### config.mk
export PLATFORM = sky130hd
export DESIGN_NAME = ddr_rd_port_arbiter_flat
export DESIGN_NICKNAME = d
export VERILOG_FILES = /design/src/rtl/ddr_rd_port_arbiter_if.sv /design/src/rtl/ddr_rd_port_arbiter.sv /design/src/flat_wrapper.sv
export SDC_FILE = /design/constraint.sdc
export NUM_CORES = 1
export LEC_CHECK = 0
export CORE_AREA = 2 2 250 252
export DETAILED_ROUTE_END_ITERATION = 7
export DIE_AREA = 0 0 252 254
export SYNTH_ARGS = -nofsm -noshare
export SYNTH_HDL_FRONTEND = slang
export SYNTH_SLANG_ARGS = --single-unit
### constraint.sdc
create_clock -name ddr_clk_i -period 2.2 [get_ports ddr_clk_i]
set_input_delay 0.22 -clock ddr_clk_i [delete_from_list [all_inputs] [get_ports ddr_clk_i]]
set_output_delay 0.22 -clock ddr_clk_i [all_outputs]
set_load 0.02 [all_outputs]
### src/rtl/ddr_rd_port_arbiter_if.sv
// Signal bundle between DDR read clients, the read-port arbiter and the DDR read-command port.
// master: client/DDR-controller side; slave: the arbiter.
interface ddr_rd_port_arbiter_if #(
  parameter int unsigned NUM_REQ       = 2,
  parameter int unsigned ADDR_WIDTH    = 30,
  parameter int unsigned MEM_DATA_BITS = 256
);
  logic [NUM_REQ-1:0]            cli_req;
  logic [NUM_REQ*8-1:0]          cli_len;
  logic [NUM_REQ*ADDR_WIDTH-1:0] cli_addr;
  logic [NUM_REQ-1:0]            cli_grant;
  logic [NUM_REQ-1:0]            cli_data_valid;
  logic [MEM_DATA_BITS-1:0]      cli_data;
  logic [NUM_REQ-1:0]            cli_finish;

  logic                          rd_ddr_req;
  logic [7:0]                    rd_ddr_len;
  logic [ADDR_WIDTH-1:0]         rd_ddr_addr;
  logic                          rd_ddr_data_valid;
  logic [MEM_DATA_BITS-1:0]      rd_ddr_data;
  logic                          rd_ddr_finish;

  modport master (
    output cli_req, cli_len, cli_addr,
    output rd_ddr_data_valid, rd_ddr_data, rd_ddr_finish,
    input  cli_grant, cli_data_valid, cli_data, cli_finish,
    input  rd_ddr_req, rd_ddr_len, rd_ddr_addr
  );

  modport slave (
    input  cli_req, cli_len, cli_addr,
    input  rd_ddr_data_valid, rd_ddr_data, rd_ddr_finish,
    output cli_grant, cli_data_valid, cli_data, cli_finish,
    output rd_ddr_req, rd_ddr_len, rd_ddr_addr
  );
endinterface

### src/rtl/ddr_rd_port_arbiter.sv
// Round-robin arbiter sharing one DDR read-command port among NUM_REQ clients, one burst at a time.
// Optional watchdog on the WAIT state enabled by defining DDR_RD_ARB_TIMEOUT_EN.
module ddr_rd_port_arbiter #(
  parameter int unsigned NUM_REQ       = 2,
  parameter int unsigned ADDR_WIDTH    = 30,
  parameter int unsigned MEM_DATA_BITS = 256
`ifdef DDR_RD_ARB_TIMEOUT_EN
  ,
  parameter int unsigned TIMEOUT_CYC   = 4096
`endif
) (
  input  logic                  ddr_clk_i,
  input  logic                  ddr_rst_n_i,
  ddr_rd_port_arbiter_if.slave  bus,
  output logic                  busy_o,
  output logic                  timeout_err_o
);

  localparam int unsigned IdxW = (NUM_REQ > 1) ? $clog2(NUM_REQ) : 1;

  typedef enum logic [1:0] {StIdle, StIssue, StWait, StDone} state_e;

  state_e                  state_q, state_d;
  logic [NUM_REQ-1:0]      grant_q, grant_d;
  logic [NUM_REQ-1:0]      finish_q, finish_d;
  logic [IdxW-1:0]         last_q, last_d;
  logic [7:0]              len_q, len_d;
  logic [ADDR_WIDTH-1:0]   addr_q, addr_d;
  logic [MEM_DATA_BITS-1:0] data_fwd;

  logic                    pick_found;
  int unsigned             pick_sel;
  int unsigned             cand;
  logic                    timeout_hit;

  // Cyclic search starting just after the most recently granted client.
  always_comb begin
    pick_found = 1'b0;
    pick_sel   = 0;
    cand       = 0;
    for (int unsigned k = 1; k <= NUM_REQ; k++) begin
      cand = (32'(last_q) + k) % NUM_REQ;
      if (!pick_found && bus.cli_req[cand]) begin
        pick_found = 1'b1;
        pick_sel   = cand;
      end
    end
  end

  always_comb begin
    state_d  = state_q;
    grant_d  = grant_q;
    finish_d = '0;
    last_d   = last_q;
    len_d    = len_q;
    addr_d   = addr_q;
    unique case (state_q)
      StIdle: begin
        if (pick_found) begin
          grant_d = NUM_REQ'(1) << pick_sel;
          len_d   = bus.cli_len[8*pick_sel +: 8];
          addr_d  = bus.cli_addr[ADDR_WIDTH*pick_sel +: ADDR_WIDTH];
          last_d  = IdxW'(pick_sel);
          state_d = StIssue;
        end
      end
      StIssue: state_d = StWait;
      StWait: begin
        if (bus.rd_ddr_finish || timeout_hit) begin
          finish_d = grant_q;
          grant_d  = '0;
          state_d  = StDone;
        end
      end
      StDone:  state_d = StIdle;
      default: state_d = StIdle;
    endcase
  end

  always_ff @(posedge ddr_clk_i or negedge ddr_rst_n_i) begin
    if (!ddr_rst_n_i) begin
      state_q  <= StIdle;
      grant_q  <= '0;
      finish_q <= '0;
      last_q   <= IdxW'(NUM_REQ - 1);
      len_q    <= '0;
      addr_q   <= '0;
    end else begin
      state_q  <= state_d;
      grant_q  <= grant_d;
      finish_q <= finish_d;
      last_q   <= last_d;
      len_q    <= len_d;
      addr_q   <= addr_d;
    end
  end

`ifdef DDR_RD_ARB_TIMEOUT_EN
  logic [15:0] wait_cnt_q;
  logic        timeout_err_q;

  assign timeout_hit = (state_q == StWait) && (wait_cnt_q == 16'(TIMEOUT_CYC - 1));

  always_ff @(posedge ddr_clk_i or negedge ddr_rst_n_i) begin
    if (!ddr_rst_n_i) begin
      wait_cnt_q    <= '0;
      timeout_err_q <= 1'b0;
    end else begin
      if (state_q == StIssue) begin
        wait_cnt_q <= '0;
      end else if (state_q == StWait) begin
        wait_cnt_q <= wait_cnt_q + 16'd1;
      end
      // A finish arriving on the last allowed cycle is a normal completion.
      if (timeout_hit && !bus.rd_ddr_finish) begin
        timeout_err_q <= 1'b1;
      end
    end
  end

  assign timeout_err_o = timeout_err_q;
`else
  assign timeout_hit   = 1'b0;
  assign timeout_err_o = 1'b0;
`endif

  assign data_fwd           = bus.rd_ddr_data;
  assign bus.cli_data       = data_fwd;
  assign bus.cli_grant      = grant_q;
  assign bus.cli_finish     = finish_q;
  assign bus.cli_data_valid = (state_q == StWait && bus.rd_ddr_data_valid) ? grant_q : '0;
  assign bus.rd_ddr_req     = (state_q == StIssue);
  assign bus.rd_ddr_len     = len_q;
  assign bus.rd_ddr_addr    = addr_q;
  assign busy_o             = (state_q != StIdle);

endmodule

### src/flat_wrapper.sv
// flat-port wrapper written by rule: the top's interface ports become plain ports
module ddr_rd_port_arbiter_flat 
#(
  parameter int unsigned NUM_REQ       = 2,
  parameter int unsigned ADDR_WIDTH    = 30,
  parameter int unsigned MEM_DATA_BITS = 256

)
  (ddr_clk_i, ddr_rst_n_i, busy_o, timeout_err_o, bus_cli_req, bus_cli_len, bus_cli_addr, bus_rd_ddr_data_valid, bus_rd_ddr_data, bus_rd_ddr_finish, bus_cli_grant, bus_cli_data_valid, bus_cli_data, bus_cli_finish, bus_rd_ddr_req, bus_rd_ddr_len, bus_rd_ddr_addr);
  ddr_rd_port_arbiter_if #(.NUM_REQ(NUM_REQ), .ADDR_WIDTH(ADDR_WIDTH), .MEM_DATA_BITS(MEM_DATA_BITS)) bus_i ();
  input  logic ddr_clk_i;
  input  logic ddr_rst_n_i;
  output logic busy_o;
  output logic timeout_err_o;
  input wire logic [$bits(bus_i.cli_req)-1:0] bus_cli_req;
  input wire logic [$bits(bus_i.cli_len)-1:0] bus_cli_len;
  input wire logic [$bits(bus_i.cli_addr)-1:0] bus_cli_addr;
  input wire logic [$bits(bus_i.rd_ddr_data_valid)-1:0] bus_rd_ddr_data_valid;
  input wire logic [$bits(bus_i.rd_ddr_data)-1:0] bus_rd_ddr_data;
  input wire logic [$bits(bus_i.rd_ddr_finish)-1:0] bus_rd_ddr_finish;
  output wire logic [$bits(bus_i.cli_grant)-1:0] bus_cli_grant;
  output wire logic [$bits(bus_i.cli_data_valid)-1:0] bus_cli_data_valid;
  output wire logic [$bits(bus_i.cli_data)-1:0] bus_cli_data;
  output wire logic [$bits(bus_i.cli_finish)-1:0] bus_cli_finish;
  output wire logic [$bits(bus_i.rd_ddr_req)-1:0] bus_rd_ddr_req;
  output wire logic [$bits(bus_i.rd_ddr_len)-1:0] bus_rd_ddr_len;
  output wire logic [$bits(bus_i.rd_ddr_addr)-1:0] bus_rd_ddr_addr;
  assign bus_i.cli_req = bus_cli_req;
  assign bus_i.cli_len = bus_cli_len;
  assign bus_i.cli_addr = bus_cli_addr;
  assign bus_i.rd_ddr_data_valid = bus_rd_ddr_data_valid;
  assign bus_i.rd_ddr_data = bus_rd_ddr_data;
  assign bus_i.rd_ddr_finish = bus_rd_ddr_finish;
  assign bus_cli_grant = bus_i.cli_grant;
  assign bus_cli_data_valid = bus_i.cli_data_valid;
  assign bus_cli_data = bus_i.cli_data;
  assign bus_cli_finish = bus_i.cli_finish;
  assign bus_rd_ddr_req = bus_i.rd_ddr_req;
  assign bus_rd_ddr_len = bus_i.rd_ddr_len;
  assign bus_rd_ddr_addr = bus_i.rd_ddr_addr;
  ddr_rd_port_arbiter #(.NUM_REQ(NUM_REQ), .ADDR_WIDTH(ADDR_WIDTH), .MEM_DATA_BITS(MEM_DATA_BITS)) u_core (.ddr_clk_i(ddr_clk_i), .ddr_rst_n_i(ddr_rst_n_i), .bus(bus_i), .busy_o(busy_o), .timeout_err_o(timeout_err_o));
endmodule
==> impl_metrics.env, run 1 <==
export IMPL_status="finished clean"
export IMPL_synth_common_cells="buf_4, nand2_1, dfrtp_1"
export IMPL_die_area_mm2=0.0640
export IMPL_min_period_ns=2.10
export IMPL_area_growth_pct=12.2
export IMPL_hpwl_mm=17.3
export IMPL_slew_limit_headroom_pct=57.7
export IMPL_async_flop_share_pct=100
export IMPL_port_buffers=127
export IMPL_switchingPower_mw=2.20
export IMPL_seqPwrFrac_pct=28.5
export IMPL_vias=2707
export IMPL_yosys_warnings=0
export IMPL_crit_end="bus_cli_data_valid[1]"
export IMPL_grt_max_degree=77
export IMPL_start_util_pct=6.61
export IMPL_period_share_pct=95.3
export IMPL_synth_simple_area_share_pct=11.7
export IMPL_max_freq_mhz=477
export IMPL_drc=0
export IMPL_power_leakage_nw=1.56
export IMPL_rr_startpoint="u_core.state_q[0]$_DFFE_PN0P_"
export IMPL_postRouteAntennaNets=0
export IMPL_sw_frac_of_total_pct=42.4
export IMPL_viasPerCell=2.33
export IMPL_path_clk_slew_ns=0.09
export IMPL_root_buffer="clkbuf_16"
export IMPL_hp_class="in2reg"
export IMPL_antenna_found_initial=1
export IMPL_intPower_mw=2.99
export IMPL_core_mm2=0.0613
export IMPL_synth_compound_area_share_pct=7.82
export IMPL_path_max_fanout=8
export IMPL_clk_path_buf_depth=2
export IMPL_wl_per_cell_um=18.4
export IMPL_synth_xor_xnor_area_share_pct=0
export IMPL_yosys_mux_area_fraction_pct=0.526
export IMPL_startpoint="u_core.state_q[0]$_DFFE_PN0P_"
export IMPL_grt_ovfl_total=0
export IMPL_synth_top_area_share_pct=48.4
export IMPL_rsz0062_at_grt="no"
export IMPL_ios=641
export IMPL_crit_arrival_ns=1.88
export IMPL_first_pass_iters=4
export IMPL_clkLatencyLatePin_ns=0.32
export IMPL_place_congestion=0.605
export IMPL_skew_ns=0.00826
export IMPL_hold_viol_final=0
export IMPL_yosys_area_share_adder_pct=1.24
export IMPL_fp_dieW_um=252
export IMPL_yosys_top_cells_area="buf_4, dfrtp_1, nand2_1"
export IMPL_cts_max_level=2
export IMPL_synth_net_count=840
export IMPL_syn_area_mm2=0.00405
export IMPL_worstMarginPinSlew_ns=0.634
export IMPL_r2r_end="u_core.state_q[1]$_DFFE_PN0P_"
export IMPL_yosysUniqueCellTypes=25
export IMPL_drive_above_1_share_pct=5.72
export IMPL_cts_inserted_buffers=5
export IMPL_die_h_um=254
export IMPL_netlist_instances=498
export IMPL_cts_tree="done"
export IMPL_syn_avg_cell_area_um2=8.13
export IMPL_synth_top_family_by_area="buffers and inverters"
export IMPL_reg2reg_setup_slack_ns=0.35
export IMPL_synth_largest_area_cell="buf_4"
export IMPL_yosys_most_used_dff="dfrtp_1"
export IMPL_gr_usage_all_layers_pct=6.35
export IMPL_drt_wl_total_mm=21.3
export IMPL_power_share_clock_pct=19.4
export IMPL_criticalPathCategory="reg2out"
export IMPL_p_per_area_mw_per_mm2=1140
export IMPL_clock_sinks=45
export IMPL_power_frac_comb_pct=52.1
export IMPL_tns_ns=0
export IMPL_cts_setup_buffers=0
export IMPL_rows=91
export IMPL_grt_pass1_wl_mm=26.1
export IMPL_vdd_drop_max_uv=402
export IMPL_power_mw=5.19
export IMPL_setup_viol=0
export IMPL_rr_worst_depth=5
export IMPL_finalNetCount=708
export IMPL_grt_pass1_vias=2821
export IMPL_ys_seq_elements=45
export IMPL_yosysMostFrequentCell="buf_4"
export IMPL_drt_iter0_drc=184
export IMPL_ys_seq_area_share_pct=27.9
export IMPL_drv_slew=0
export IMPL_cp_start_kind="register"
export IMPL_cp_end_kind="output pin"
export IMPL_critPathRequiredTime_ns=1.98
export IMPL_max_cap_violations=0
export IMPL_synth_edff_count=0
## power by group through the flow
stage | sequential (mW) | combinational (mW) | clock, mW
2_1_floorplan | 1.92 | 1.62 | 0
3_3_place_gp | 1.48 | 2.71 | 0
3_5_place_dp | 1.50 | 2.76 | 0
4_1_cts | 1.49 | 2.78 | 1.10
5_1_grt | 1.53 | 2.96 | 1.12
6_report | 1.48 | 2.70 | 1.01
## sequential cells by signal (all words and copies together) (netlist names)
register	cells
u_core.bus.cli_finish	2
u_core.bus.cli_grant	2
u_core.bus.rd_ddr_addr	30
u_core.bus.rd_ddr_len	8
u_core.last_q	1
u_core.state_q	2
## cell families (layout without fill, tap and decap cells)
kind of cell | Yosys count | after routing
compound gates | 47 | 47
other cells | 1 | 4
simple gates | 122 | 122
flops | 45 | 45
fa+ha+maj | 4 | 4
buf+inv | 277 | 146
mux | 2 | 2
## stage by stage
stage	utilization (%)	hold WS (ns)	cells	cell area, um2	worst slack [ns]
final	7.41	0.435	1160	4540	0.104
after global routing	7.40	0.435	1157	4530	0.0101
after CTS	7.40	0.405	1157	4530	0.0307
after detailed placement	7.10	0.273	1148	4350	0.337
after global placement	7.10	0.263	1148	4350	0.389
after floorplan	-	-0.0756	498	4050	0.664
## critical path, stage by stage, from the launching register on
cell	delay, ns
dfrtp_1	0.40
inv_1	0.13
ha_2	0.26
and3_1	0.16
clkdlybuf4s50_1	0.60
## area by class of cell
class / instances / area [um2]
clock inverters: 3 / 46.3
clock buffers: 5 / 125
fillers: 7150 / 56700
multi-input cells: 176 / 883
inverters: 4 / 15.0
well taps: 790 / 988
flip-flops and latches: 45 / 1130
repair buffers: 134 / 1350
diodes: 3 / 7.51
## per-layer routing
metal,up-vias,routed length (um),GRT usage [%]
met4,2,1840,5.39
li1,1059,-,-
met3,129,4840,6.94
met5,-,78,1.08
met1,1134,5950,4.86
met2,383,8620,8.78
## worst min-delay path by stage
stage                     depth (start not counted)                                     end              from  slack, ns
after floorplan                                   0      u_core.bus.cli_finish[0]$_DFF_PN0_       ddr_rst_n_i      -0.08
after global placement                            1   u_core.bus.rd_ddr_addr[9]$_DFFE_PN0P_       ddr_rst_n_i       0.26
after detailed placement                          1   u_core.bus.rd_ddr_addr[9]$_DFFE_PN0P_       ddr_rst_n_i       0.27
after CTS                                         3  u_core.bus.rd_ddr_addr[18]$_DFFE_PN0P_  bus_cli_addr[48]       0.40
after global routing                              3  u_core.bus.rd_ddr_addr[25]$_DFFE_PN0P_  bus_cli_addr[55]       0.43
final                                             3  u_core.bus.rd_ddr_addr[18]$_DFFE_PN0P_  bus_cli_addr[48]       0.43
## cell usage in the layout (no fill, tap or decap), drive strengths merged, types with 2 or more instances in the layout
master         count
nor2              38
inv                4
o2bb2ai            2
ha                 4
dfrtp             44
diode              3
buf                7
clkdlybuf4s50    125
nand2             77
and3               4
a31oi             38
clkbuf             5
## what timing repair did
item                                    in CTS  in global routing
endpoints found under the setup margin       1                  1
endpoints found under the hold margin       21                  0
gates resized for setup                      1                  1
hold buffers                                 1                  0
(Power assumes the default switching activity.)
==> run 2, diff against run 1 <==
CAP_MARGIN = 15   (was default)
CORE_AREA = 4 4 245 247   (was 2 2 250 252)
DIE_AREA = 0 0 249 251   (was 0 0 252 254)
==> run 2 against run 1 <==
Against the previous run:
- non-clock buffer count grew 1
- sequential share of layout area about the same
- critical path depth did not move
- utilization is 0.49 points higher
- worst hold slack got worse by 0.068 ns
- worst setup slack gained 0.0086 ns
- clock-buffer cell count unchanged
- first-iteration DRC count is 54% lower
==> impl_metrics.env, run 2 (synthesis gave the netlist of run 1 again) <==
export IMPL_status="finished clean"
export IMPL_slew_limit_headroom_pct=59.1
export IMPL_clock_sinks=45
export IMPL_grt_pass1_vias=2893
export IMPL_power_frac_comb_pct=52.8
export IMPL_stdcell_count=1133
export IMPL_fp_dieW_um=249
export IMPL_sw_frac_of_total_pct=42.8
export IMPL_crit_arrival_ns=1.87
export IMPL_tns_ns=0
export IMPL_core_mm2=0.0576
export IMPL_root_buffer="clkbuf_16"
export IMPL_slowest_delay_ns=0.60
export IMPL_rows=88
export IMPL_vdd_drop_max_uv=450
export IMPL_start_util_pct=7.03
export IMPL_cp_start_kind="register"
export IMPL_max_cap_violations=0
export IMPL_largest_reg_flops=30
export IMPL_vias=2646
export IMPL_viasPerCell=2.34
export IMPL_area_growth_pct=12.4
export IMPL_period_share_pct=94.9
export IMPL_power_share_clock_pct=19.0
export IMPL_cts_tree="done"
export IMPL_cts_max_level=2
export IMPL_final_cell_mix="clkdlybuf4s50_1, nand2_1, dfrtp_1, nor2_1, a31oi_1"
export IMPL_worst_path_max_delay_cell="clkdlybuf4s50_1"
export IMPL_grt_ovfl_total=0
export IMPL_p_per_area_mw_per_mm2=1170
export IMPL_postPlaceCellArea_mm2=0.00435
export IMPL_cts_inserted_buffers=5
export IMPL_port_buffers=127
export IMPL_skew_ns=0.0156
export IMPL_hold_viol_final=0
export IMPL_crit_chain="inv_1 > ha_4 > and3_1 > clkdlybuf4s50_1"
export IMPL_postRouteAntennaNets=0
export IMPL_first_pass_iters=4
export IMPL_antenna_found_initial=1
export IMPL_grt_max_degree=39
export IMPL_drive_above_1_share_pct=6.25
export IMPL_rr_startpoint="u_core.state_q[0]$_DFFE_PN0P_"
export IMPL_drc=0
export IMPL_hpwl_mm=15.5
export IMPL_ios=641
export IMPL_path_clk_slew_ns=0.09
export IMPL_die_area_mm2=0.0625
export IMPL_power_leakage_nw=1.56
export IMPL_clkLatencyLatePin_ns=0.33
export IMPL_wl_per_cell_um=16.5
export IMPL_path_max_fanout=8
export IMPL_finalNetCount=709
export IMPL_startpoint="u_core.state_q[0]$_DFFE_PN0P_"
export IMPL_intPower_mw=3.06
export IMPL_min_period_ns=2.09
export IMPL_grt_pass1_wl_mm=24.3
export IMPL_setup_viol=0
export IMPL_n_fill_cell=6693
export IMPL_die_h_um=251
export IMPL_dp_cells=1124
export IMPL_seqPwrFrac_pct=28.2
export IMPL_drv_slew=0
export IMPL_insertedDiodeCount=0
export IMPL_drt_iter0_drc=85
export IMPL_switchingPower_mw=2.29
export IMPL_postLayoutCellArea_mm2=0.00455
export IMPL_gr_usage_all_layers_pct=5.73
export IMPL_clk_path_buf_depth=2
export IMPL_cp_end_kind="output pin"
export IMPL_place_congestion=0.754
export IMPL_rsz0062_at_grt="no"
export IMPL_worstMarginPinSlew_ns=0.611
export IMPL_criticalPathCategory="reg2out"
export IMPL_hp_class="in2async"
export IMPL_drt_wl_total_mm=18.7
export IMPL_holdWs_ns=0.366
export IMPL_final_common_cell="clkdlybuf4s50_1"
export IMPL_max_freq_mhz=479
export IMPL_critPathRequiredTime_ns=1.98
==> run 2: final timing paths <==
path	end	cells past startpoint	slack [ns]
worst max-delay path	bus_cli_data_valid[0]	4	0.11
worst min-delay path	u_core.bus.cli_grant[0]$_DFFE_PN0P_	2	0.37
worst max register to register	u_core.state_q[1]$_DFFE_PN0P_	5	0.45
worst min register to register	u_core.bus.rd_ddr_addr[29]$_DFFE_PN0P_	2	0.55
max in group asynchronous	u_core.bus.rd_ddr_addr[6]$_DFFE_PN0P_	3	1.10
min in group ddr_clk_i	u_core.bus.rd_ddr_addr[16]$_DFFE_PN0P_	3	0.43
==> run 2: critical path: cells and delay by family, from the launching register on <==
kind                       cells  cell delay (ns)
buffers and inverters          2             0.77
and+or+nand+nor                1             0.16
DFF                            1             0.40
adders and majority gates      1             0.21
==> run 2: cell type report <==
type / count / area [um2] / area share (%)
tap: 765 / 957 / 21.0
clock buffer: 5 / 125 / 2.75
inverter: 4 / 15.0 / 0.330
clock inverter: 3 / 50.0 / 1.10
multi-input combinational: 176 / 896 / 19.7
timing repair buffer: 135 / 1380 / 30.3
sequential: 45 / 1130 / 24.8
==> run 2: routing by layer <==
layer | global-route usage [%] | vias to the layer above | part of all wire (%)
met4 | 4.33 | 2 | 7.9
met3 | 6.03 | 122 | 22
met1 | 4.30 | 1108 | 27
li1 | - | 1058 | -
met2 | 8.60 | 356 | 43
met5 | 0 | - | 0.069
==> run 2: metrics by stage <==
| step | utilization [%] | total power [mW] | worst slack (ns) |
|---|---|---|---|
| after floorplan | - | 3.54 | 0.664 |
| after global placement | 7.55 | 4.31 | 0.386 |
| after detailed placement | 7.55 | 4.38 | 0.363 |
| after CTS | 7.88 | 5.49 | 0.0353 |
| after global routing | 7.90 | 5.76 | 0.0290 |
| final | 7.90 | 5.34 | 0.112 |
==> run 2: power by group through the flow <==
stage,clock network (mW),registers [mW],logic (mW)
after global placement,0,1.51,2.81
after detailed placement,0,1.53,2.86
after CTS,1.11,1.51,2.87
after floorplan,0,1.92,1.62
after global routing,1.12,1.56,3.08
final,1.02,1.51,2.82
==> run 2: repair_timing <==
action | in CTS | in global routing
endpoints found under the hold margin | 10 | 0
setup buffers | 0 | 0
setup endpoints to repair | 2 | 2
resized for setup | 1 | 2
hold buffers | 1 | 0
==> run 3, diff against run 2 <==
GPL_TIMING_DRIVEN = 0   (was default)
==> run 3 against run 2 <==
Against the previous run:
- sequential cell count unchanged
- sequential power about the same
- first-iteration DRC count up 34%
- non-clock buffer count up 523
- worst hold slack better by 0.087 ns
- die area unchanged
- global-route usage up 1.9 points
- via count up 70%
- critical path depth unchanged
- clock-buffer cell count unchanged
- critical path type unchanged
- critical endpoint unchanged
- highest routed layer unchanged
==> impl_metrics.env, run 3 (synthesis gave the netlist of run 1 again) <==
export IMPL_path_max_fanout=8
export IMPL_grt_pass1_vias=5019
export IMPL_gr_usage_all_layers_pct=7.68
export IMPL_max_cap_violations=0
export IMPL_vdd_drop_max_uv=452
export IMPL_seqPwrFrac_pct=23.4
export IMPL_rows=88
export IMPL_n_fill_cell=6416
export IMPL_clk_path_buf_depth=2
export IMPL_rsz0062_at_grt="no"
export IMPL_clkLatencyLatePin_ns=0.32
export IMPL_intPower_mw=3.60
export IMPL_power_share_clock_pct=13.5
export IMPL_drc=0
export IMPL_setup_viol=0
export IMPL_die_h_um=251
export IMPL_worstMarginPinSlew_ns=0.601
export IMPL_viasPerCell=2.71
export IMPL_sw_frac_of_total_pct=43.7
export IMPL_grt_pass1_wl_mm=35.1
export IMPL_vias=4498
export IMPL_antenna_found_initial=7
export IMPL_postPlaceCellArea_mm2=0.00885
export IMPL_holdWs_ns=0.454
export IMPL_skew_ns=0.00873
export IMPL_root_buffer="clkbuf_16"
export IMPL_drive_above_1_share_pct=32.4
export IMPL_switchingPower_mw=2.80
export IMPL_cp_start_kind="register"
export IMPL_path_clk_slew_ns=0.07
export IMPL_min_period_ns=2.07
export IMPL_core_mm2=0.0576
export IMPL_place_congestion=0.802
export IMPL_start_util_pct=7.03
export IMPL_period_share_pct=94.0
export IMPL_rr_worst_depth=5
export IMPL_first_pass_iters=4
export IMPL_grt_max_degree=25
export IMPL_slew_limit_headroom_pct=59.9
export IMPL_drt_iter0_drc=114
export IMPL_power_frac_comb_pct=63.1
export IMPL_setup_ws_ns=0.131
export IMPL_ios=641
export IMPL_drt_wl_total_mm=25.8
export IMPL_max_freq_mhz=483
export IMPL_final_common_cell="clkdlybuf4s50_1"
export IMPL_drv_slew=0
export IMPL_cp_end_kind="output pin"
export IMPL_hp_class="in2async"
export IMPL_cts_inserted_buffers=5
export IMPL_worst_path_buf_inv=2
export IMPL_grt_ovfl_total=0
export IMPL_p_per_area_mw_per_mm2=709
export IMPL_worst_path_max_delay_cell="clkdlybuf4s50_1"
export IMPL_die_area_mm2=0.0625
export IMPL_hpwl_mm=22.9
export IMPL_critPathRequiredTime_ns=1.98
export IMPL_largest_reg_flops=30
export IMPL_slowest_delay_ns=0.61
export IMPL_reg2reg_setup_slack_ns=0.23
export IMPL_cts_tree="done"
export IMPL_port_buffers=383
export IMPL_final_cell_mix="clkdlybuf4s50_1, buf_4, nand2_1, dfrtp_1"
export IMPL_clock_sinks=45
export IMPL_hold_viol_final=0
export IMPL_power_leakage_nw=3.82
export IMPL_final_util_pct=15.7
export IMPL_postLayoutCellArea_mm2=0.00902
export IMPL_postRouteAntennaNets=0
export IMPL_crit_arrival_ns=1.85
export IMPL_area_growth_pct=123
export IMPL_status="finished clean"
export IMPL_wl_per_cell_um=15.6
export IMPL_r2r_end="u_core.state_q[1]$_DFFE_PN0P_"
export IMPL_rr_startpoint="u_core.state_q[1]$_DFFE_PN0P_"
export IMPL_cts_setup_buffers=0
export IMPL_crit_chain="inv_1 > ha_2 > and3_1 > clkdlybuf4s50_1"
export IMPL_cts_max_level=2
export IMPL_criticalPathCategory="reg2out"
export IMPL_dp_slack_ns=0.0622
export IMPL_worst_path_dominant_cell_family="buffers and inverters"
export IMPL_fp_dieW_um=249
export IMPL_finalNetCount=1232
run 3: how the worst max path moves through the flow:
stage | start | end | slack, ns | depth (start not counted)
final | u_core.state_q[0]$_DFFE_PN0P_ | bus_cli_data_valid[0] | 0.13 | 4
after global routing | u_core.state_q[0]$_DFFE_PN0P_ | bus_cli_data_valid[0] | 0.02 | 4
after CTS | u_core.state_q[0]$_DFFE_PN0P_ | bus_cli_data_valid[0] | 0.01 | 4
after detailed placement | bus_cli_req[0] | u_core.bus.rd_ddr_addr[14]$_DFFE_PN0P_ | 0.06 | 5
after global placement | ddr_rst_n_i | u_core.bus.rd_ddr_addr[17]$_DFFE_PN0P_ | -1.00 | 1
after floorplan | u_core.state_q[0]$_DFFE_PN0P_ | u_core.state_q[1]$_DFFE_PN0P_ | 0.66 | 5
run 3: layer usage:
| metal | global-route usage, % | share of wire [%] | routed length (um) |
|---|---|---|---|
| met1 | 7.97 | 35 | 9130 |
| met2 | 13.7 | 52 | 13300 |
| met3 | 4.06 | 11 | 2830 |
| met4 | 1.94 | 1.7 | 447 |
| met5 | 0 | 0.24 | 62 |
run 3: final cells by class:
| class | count | area (um2) | area share (%) |
|---|---|---|---|
| flip-flops and latches | 45 | 1130 | 12.5 |
| multi-input cells | 176 | 870 | 9.64 |
| clock inverters | 3 | 28.8 | 0.319 |
| well taps | 765 | 957 | 10.6 |
| diodes | 2 | 5.00 | 0.0555 |
| inverters | 4 | 15.0 | 0.166 |
| repair buffers | 385 | 3860 | 42.8 |
| clock buffers | 5 | 125 | 1.39 |
| plain buffers | 273 | 2040 | 22.6 |
run 3: per-stage QoR:
stage | total power, mW | setup TNS [ns] | std cells
6_report | 6.40 | 0 | 1658
5_1_grt | 6.91 | 0 | 1658
4_1_cts | 6.64 | 0 | 1656
3_5_place_dp | 5.69 | 0 | 1647
3_3_place_gp | 5.64 | -43.74 | 1646
2_1_floorplan | 3.54 | 0 | 498
run 3: repair_timing:
| action | in CTS | in global routing |
|---|---|---|
| hold buffers | 1 | 0 |
| resized for setup | 0 | 1 |
| setup endpoints to repair | 0 | 2 |
| endpoints found under the hold margin | 21 | 0 |
run 3: worst reg2reg max path: cells and delay by family, from the launching register on:
family                   cells  cell delay, ns
AO/OA/AOI/OAI                1            0.20
buffers and inverters        1            0.11
flip-flops                   1            0.41
adder cells (fa/ha/maj)      1            0.32
AND/OR/NAND/NOR              1            0.49
multiplexers                 1            0.33
run 3: power groups by stage:
| stage | logic (mW) | registers, mW | clock network, mW |
|---|---|---|---|
| floorplan | 1.62 | 1.92 | 0 |
| global placement | 4.14 | 1.51 | 0 |
| detailed placement | 4.17 | 1.52 | 0 |
| CTS | 4.18 | 1.51 | 0.949 |
| global route | 4.39 | 1.55 | 0.969 |
| finish | 4.04 | 1.49 | 0.864 |
